<file path="src/rtl/imem_loader_pkg.sv">
// Shared types and constants for the byte-stream instruction memory loader.
package imem_loader_pkg;

    typedef enum logic [2:0] {
        IDLE = 3'd0,
        LOAD = 3'd1,
        DONE = 3'd2,
        RUN  = 3'd3,
        ERR  = 3'd4
    } loader_state_t;

    localparam int          BYTE_W   = 8;
    localparam logic [7:0]  CKS_SEED = 8'h00;

endpackage

</file>
<file path="src/rtl/imem_ram.sv">
// Instruction RAM: synchronous write port, combinational read port, no reset.
module imem_ram #(
    parameter int n = 16,
    parameter int r = 3
) (
    input  logic         clk,
    input  logic         we,
    input  logic [r-1:0] waddr,
    input  logic [n-1:0] wdata,
    input  logic [r-1:0] raddr,
    output logic [n-1:0] rdata
);

    logic [n-1:0] mem [2**r];

    always_ff @(posedge clk) begin
        if (we) begin
            mem[waddr] <= wdata;
        end
    end

    assign rdata = mem[raddr];

endmodule

</file>
<file path="src/rtl/imem_loader.sv">
// Loads a framed, XOR-checksummed byte stream into instruction RAM, then
// releases the CPU and serves RAM[pc] as the fetched instruction.
module imem_loader
    import imem_loader_pkg::*;
#(
    parameter int n = 16,
    parameter int r = 3
) (
    input  logic         clk,
    input  logic         rst_n,
    input  logic         load_start,
    input  logic [r:0]   load_len,
    input  logic [7:0]   in_data,
    input  logic         in_valid,
    output logic         in_ready,
    output logic         busy,
    output logic         done,
    output logic         err,
    output logic         cpu_run,
    input  logic [r-1:0] pc,
    output logic [n-1:0] instr
);

    localparam int             BYTES     = n / BYTE_W;
    localparam int             CW        = (BYTES > 1) ? $clog2(BYTES) : 1;
    localparam logic [CW-1:0]  LAST_BYTE = CW'(BYTES - 1);

    loader_state_t  state;
    logic [r:0]     words_left;
    logic [r-1:0]   wr_addr;
    logic [CW-1:0]  byte_cnt;
    logic [n-1:0]   shift_reg;
    logic [7:0]     cks;

    logic           data_phase;
    logic           we;
    logic [n-1:0]   word_next;
    logic [n-1:0]   rdata;

    // Only bytes actually accepted in LOAD ever advance the frame.
    assign data_phase = (words_left != '0);
    assign word_next  = (shift_reg << BYTE_W) | n'(in_data);
    assign we         = (state == LOAD) && in_valid && data_phase && (byte_cnt == LAST_BYTE);

    always_ff @(posedge clk or negedge rst_n) begin
        if (!rst_n) begin
            state      <= IDLE;
            words_left <= '0;
            wr_addr    <= '0;
            byte_cnt   <= '0;
            shift_reg  <= '0;
            cks        <= CKS_SEED;
        end else begin
            case (state)
                IDLE, RUN, ERR: begin
                    if (load_start) begin
                        state      <= LOAD;
                        words_left <= load_len;
                        wr_addr    <= '0;
                        byte_cnt   <= '0;
                        cks        <= CKS_SEED;
                    end
                end
                LOAD: begin
                    if (in_valid) begin
                        if (data_phase) begin
                            cks       <= cks ^ in_data;
                            shift_reg <= word_next;
                            if (byte_cnt == LAST_BYTE) begin
                                wr_addr    <= wr_addr + 1'b1;
                                words_left <= words_left - 1'b1;
                                byte_cnt   <= '0;
                            end else begin
                                byte_cnt <= byte_cnt + 1'b1;
                            end
                        end else begin
                            state <= ((cks ^ in_data) == 8'h00) ? DONE : ERR;
                        end
                    end
                end
                DONE: begin
                    state <= RUN;
                end
                default: begin
                    state <= IDLE;
                end
            endcase
        end
    end

    imem_ram #(
        .n(n),
        .r(r)
    ) u_ram (
        .clk   (clk),
        .we    (we),
        .waddr (wr_addr),
        .wdata (word_next),
        .raddr (pc),
        .rdata (rdata)
    );

    // Control outputs depend on registered state only; instr is a NOP unless running.
    assign in_ready = (state == LOAD);
    assign busy     = (state == LOAD);
    assign done     = (state == DONE);
    assign err      = (state == ERR);
    assign cpu_run  = (state == RUN);
    assign instr    = cpu_run ? rdata : '0;

endmodule

</file>
<file path="config.mk">
export PLATFORM = sky130hd
export DESIGN_NAME = imem_loader
export DESIGN_NICKNAME = d
export VERILOG_FILES = /design/src/rtl/imem_loader_pkg.sv /design/src/rtl/imem_ram.sv /design/src/rtl/imem_loader.sv
export SDC_FILE = /design/constraint.sdc
export NUM_CORES = 1
export LEC_CHECK = 0
export ABC_CLOCK_PERIOD_IN_PS = 6200
export CORE_ASPECT_RATIO = 0.7
export CORE_UTILIZATION = 60
export CTS_CLUSTER_SIZE = 40
export DETAILED_ROUTE_END_ITERATION = 8
export GPL_TIMING_DRIVEN = 0
export HOLD_SLACK_MARGIN = 0.06
export PLACE_DENSITY = 0.89
export SLEW_MARGIN = 5
export SYNTH_ARGS = -nofsm -noshare
export SYNTH_HDL_FRONTEND = slang
export SYNTH_HIERARCHICAL = 1
export SYNTH_SLANG_ARGS = --single-unit
</file>
<file path="constraint.sdc">
create_clock -name clk -period 6.2 [get_ports clk]
set_clock_uncertainty 0.15 [all_clocks]
set_input_delay 1.55 -clock clk [delete_from_list [all_inputs] [get_ports clk]]
set_output_delay 1.55 -clock clk [all_outputs]
set_load 0.05 [all_outputs]
</file>
==> impl_results.html <==
<table>
<tr><th>Metric</th><th>Value</th></tr>
<tr><th colspan="2">Outcome</th></tr>
<tr><td>Status</td><td>finished clean</td></tr>
<tr><th colspan="2">STA</th></tr>
<tr><td>Sum of negative setup slack</td><td>0 ps</td></tr>
<tr><td>Final period utilization</td><td>96.53%</td></tr>
<tr><td>Final Hold Slack</td><td>about 380 ps</td></tr>
<tr><td>Slew HR</td><td>30.17%</td></tr>
<tr><td>Final setup vio count</td><td>0</td></tr>
<tr><td>Setup repair after global routing missed its margin</td><td>false</td></tr>
<tr><td>Fin. max-slew vios</td><td>0</td></tr>
<tr><td>Slew @ Worst Pin</td><td>~1000 ps</td></tr>
<tr><td>Hold Vio Cnt, Final</td><td>0</td></tr>
<tr><td>Post-route minimum period</td><td>around 6000 ps</td></tr>
<tr><td>Highest attainable clock frequency</td><td>0.1671 GHz</td></tr>
<tr><th colspan="2">Floorplan</th></tr>
<tr><td>Die boundary width</td><td>about 130 um</td></tr>
<tr><td>Die Footprint</td><td>about 11000 um^2</td></tr>
<tr><td>Vertical extent of the die</td><td>89.30 um</td></tr>
<tr><td>Core Area</td><td>roughly 10000 um^2</td></tr>
<tr><td>Starting Density</td><td>about 62%</td></tr>
<tr><td>IO Count</td><td>40</td></tr>
<tr><td>Number of core rows</td><td>31</td></tr>
<tr><th colspan="2">Routing</th></tr>
<tr><td>Iteration count of the initial detailed-routing pass</td><td>6</td></tr>
<tr><td>Vias</td><td>about 3600</td></tr>
<tr><td>Final ANT Viol Nets</td><td>0</td></tr>
<tr><td># DRC</td><td>0</td></tr>
<tr><td>Initial DRC Count</td><td>~320</td></tr>
<tr><td>Wire length reported by the detailed router</td><td>around 13000 um</td></tr>
<tr><td>Average vias per placed instance</td><td>between 6 and 7</td></tr>
<tr><td>Wire per inst</td><td>between 20 and 25 um</td></tr>
<tr><th colspan="2">Synth</th></tr>
<tr><td>Count of flip-flops with a built-in enable after synthesis</td><td>128</td></tr>
<tr><td>Unique masters post-synth</td><td>42</td></tr>
<tr><td>Total of warnings raised by yosys</td><td>6</td></tr>
<tr><td>Area of the mapped netlist</td><td>6533 um^2</td></tr>
<tr><td>Top post-synthesis cells by count</td><td>sky130_fd_sc_hd__edfxtp_1, sky130_fd_sc_hd__mux4_1, sky130_fd_sc_hd__dfrtp_1, sky130_fd_sc_hd__mux2_2, sky130_fd_sc_hd__o21ai_0</td></tr>
<tr><td>Sequential-to-total area share from yosys stat</td><td>69.18%</td></tr>
<tr><td>Most used flip-flop cell after synthesis</td><td>sky130_fd_sc_hd__edfxtp_1</td></tr>
<tr><td>Gate count after technology mapping</td><td>about 360</td></tr>
<tr><td>Synthesis-stage register bit count</td><td>around 160</td></tr>
<tr><td>Cell type with the largest total area after synthesis</td><td>sky130_fd_sc_hd__edfxtp_1</td></tr>
<tr><td>Leading post-synthesis cells by cell area</td><td>sky130_fd_sc_hd__edfxtp_1, sky130_fd_sc_hd__mux4_1, sky130_fd_sc_hd__dfrtp_1, sky130_fd_sc_hd__mux2_2, sky130_fd_sc_hd__nand2b_1</td></tr>
<tr><td>Proportion of synthesized flip-flops having asynchronous set or reset</td><td>about 17%</td></tr>
<tr><td>Syn Area/Cell</td><td>18.35 um^2</td></tr>
<tr><td>Top-area cell type share of the netlist area</td><td>58.84%</td></tr>
<tr><td>Count leader, synth</td><td>sky130_fd_sc_hd__edfxtp_1</td></tr>
<tr><td>Total nets after synthesis</td><td>378</td></tr>
<tr><th colspan="2">Min path</th></tr>
<tr><td>Path category of the worst min-delay check</td><td>flop to flop</td></tr>
<tr><td>Depth of the worst hold-timing path</td><td>2</td></tr>
<tr><th colspan="2">Clock tree</th></tr>
<tr><td>TritonCTS clock tree</td><td>yes</td></tr>
<tr><td>Post-cts sizing count</td><td>0</td></tr>
<tr><td>Root buffer cell</td><td>sky130_fd_sc_hd__clkbuf_16</td></tr>
<tr><td>Total clock sinks</td><td>155</td></tr>
<tr><td>TritonCTS buffer count</td><td>17</td></tr>
<tr><td>Clock latency on the worst-skew pair</td><td>about 420 ps</td></tr>
<tr><td>Buffer count from post-CTS setup fixing</td><td>0</td></tr>
<tr><td>Buffer depth of the longest clock path</td><td>2</td></tr>
<tr><td>Htree depth</td><td>4</td></tr>
<tr><td>Clk slew on worst S/H paths</td><td>approximately 60 ps</td></tr>
<tr><td>Number of buffers inserted by hold repair at cts</td><td>0</td></tr>
<tr><th colspan="2">Global routing</th></tr>
<tr><td>Total congestion overflow</td><td>0</td></tr>
<tr><td>Global-route wire length before repair</td><td>20020 um</td></tr>
<tr><td>Via count of the first global-routing pass</td><td>3486</td></tr>
<tr><td>Number of antenna violations at the first check in global routing</td><td>0</td></tr>
<tr><td>Pin count of the biggest net entering global routing</td><td>28</td></tr>
<tr><td>Global routing usage summed across all routing layers</td><td>between 20% and 30%</td></tr>
<tr><th colspan="2">Critical path</th></tr>
<tr><td>Setup crit start kind</td><td>primary input</td></tr>
<tr><td>Biggest fanout along the worst timing path</td><td>10</td></tr>
<tr><td>CP delay by family, top</td><td>buffers and inverters</td></tr>
<tr><td>Levels on crit path</td><td>6</td></tr>
<tr><td>Worst Path Buf+Inv</td><td>3</td></tr>
<tr><td>Arrival @ worst endpoint</td><td>4280 ps</td></tr>
<tr><td>Cell seen most often among critical-path stages</td><td>sky130_fd_sc_hd__clkdlybuf4s50_1</td></tr>
<tr><td>Cells along the critical path</td><td>clkdlybuf4s50_1, buf_1, mux4_1, mux2_2, and2_1, clkdlybuf4s50_1</td></tr>
<tr><td>Endpoint required time on the critical path</td><td>4500 ps</td></tr>
<tr><td>Kind of critical path</td><td>primary input to output pin</td></tr>
<tr><td>Largest stage delay on the critical path</td><td>700 ps</td></tr>
<tr><td>Critical-path top delay cell</td><td>sky130_fd_sc_hd__clkdlybuf4s50_1</td></tr>
<tr><td>Kind of end point of the critical path</td><td>output pin</td></tr>
<tr><td>R2r worst-path depth</td><td>8</td></tr>
<tr><td>Register-to-register setup slack</td><td>about 3000 ps</td></tr>
<tr><th colspan="2">Placed design</th></tr>
<tr><td>Placer's final routability congestion estimate</td><td>between 0.8 and 0.9</td></tr>
<tr><td>DP Wirelength</td><td>around 8600 um</td></tr>
<tr><td>Number of buffer cells added on primary ports</td><td>37</td></tr>
<tr><th colspan="2">Final layout</th></tr>
<tr><td>Final Core Density</td><td>about 74%</td></tr>
<tr><td>Area grow syn2layout</td><td>18.71%</td></tr>
<tr><td>Number of flip-flops under the largest register name</td><td>about 130</td></tr>
<tr><td>Reg area</td><td>4519 um^2</td></tr>
<tr><td>Ratio of cells with drive above 1 in the final layout</td><td>21.25%</td></tr>
<tr><td>Number of nets in the finished design</td><td>442</td></tr>
<tr><td>Area used by multi-input combinational logic</td><td>around 1900 um^2</td></tr>
<tr><td>Diodes inserted</td><td>0</td></tr>
<tr><td>Number of filler instances in the final layout</td><td>roughly 600</td></tr>
<tr><th colspan="2">Pwr</th></tr>
<tr><td>Leak pwr</td><td>approximately 2.8 nW</td></tr>
<tr><td>Final Power</td><td>2.988 mW</td></tr>
<tr><td>Worst IR drop on VDD</td><td>0.4556 mV</td></tr>
<tr><td>Pwr/cell area</td><td>around 390 nW/um^2</td></tr>
<tr><th colspan="2">Run</th></tr>
<tr><td>Maximum capacitance violations</td><td>0</td></tr>
</table>
per-layer routing:
metal / vias to the layer above / share of wire [%] / global-route usage [%]
met4: 0 / 1.3 / 8.009
li1: 1557 / - / -
met2: 157 / 46 / 39.23
met3: 15 / 7.9 / 8.438
met5: - / 0 / 0
met1: 1877 / 45 / 36.41
report_power, final:
part	switching [mW]	internal, mW
clock network	0.390	0.583
logic	0.303	0.237
registers	0.128	1.35
per-stage QoR:
step	setup slack (ps)	instance area, um^2	std cells
final	215.0	7755	565
after global routing	163.5	7755	565
after CTS	200.5	7760	565
after detailed placement	217.5	7202	533
after global placement	286.8	7068	525
after floorplan	1618	6533	356
path summary, 6_finish.rpt:
path | from | endpoint
max | pc[2] | instr[7]
min | cks[2] | cks[2]
max reg2reg | state[1] | u_ram/mem[0][0]
min reg2reg | cks[2] | cks[2]
max in group asynchronous | rst_n | wr_addr[0]
min in group asynchronous | rst_n | state[0]
cells in the final DEF, fill, tap and decap left out, drive strengths merged, types with 4 or more instances in the layout:
cell type	count
mux4	32
clkinv	13
and2	17
dfrtp	27
inv	7
o21ai	20
mux2	26
nand2b	19
edfxtp	128
buf	21
clkbuf	22
nand3	4
a21oi	13
nor2	11
clkdlybuf4s50	36
nand2	5
layout make-up:
| type | count | share of cell area [%] |
|---|---|---|
| clock buffers | 17 | 5.486 |
| clock inverters | 15 | 1.710 |
| well taps | 132 | 2.130 |
| flip-flops and latches | 155 | 58.28 |
| plain buffers | 17 | 1.436 |
| multi-input cells | 176 | 24.39 |
| repair buffers | 45 | 6.115 |
| inverters | 8 | 0.4518 |
worst min-delay path, stage by stage, from the launching register on:
cell and delay, ps:
sky130_fd_sc_hd__dfrtp_1 360, sky130_fd_sc_hd__o21ai_0 80, sky130_fd_sc_hd__o21ai_0 60
kinds of logic after synthesis:
| group | after synthesis | synth area share [%] |
|---|---|---|
| adders and majority gates | 3 | 0.5747 |
| DFF | 155 | 69.18 |
| xor gates and xnor gates | 1 | 0.1341 |
| and+or+nand+nor | 68 | 6.263 |
| muxes | 59 | 17.39 |
| AOI/OAI and AO/OA | 45 | 4.214 |
| buffers and inverters | 25 | 2.241 |
No activity file was read; power rests on OpenSTA's default activity.
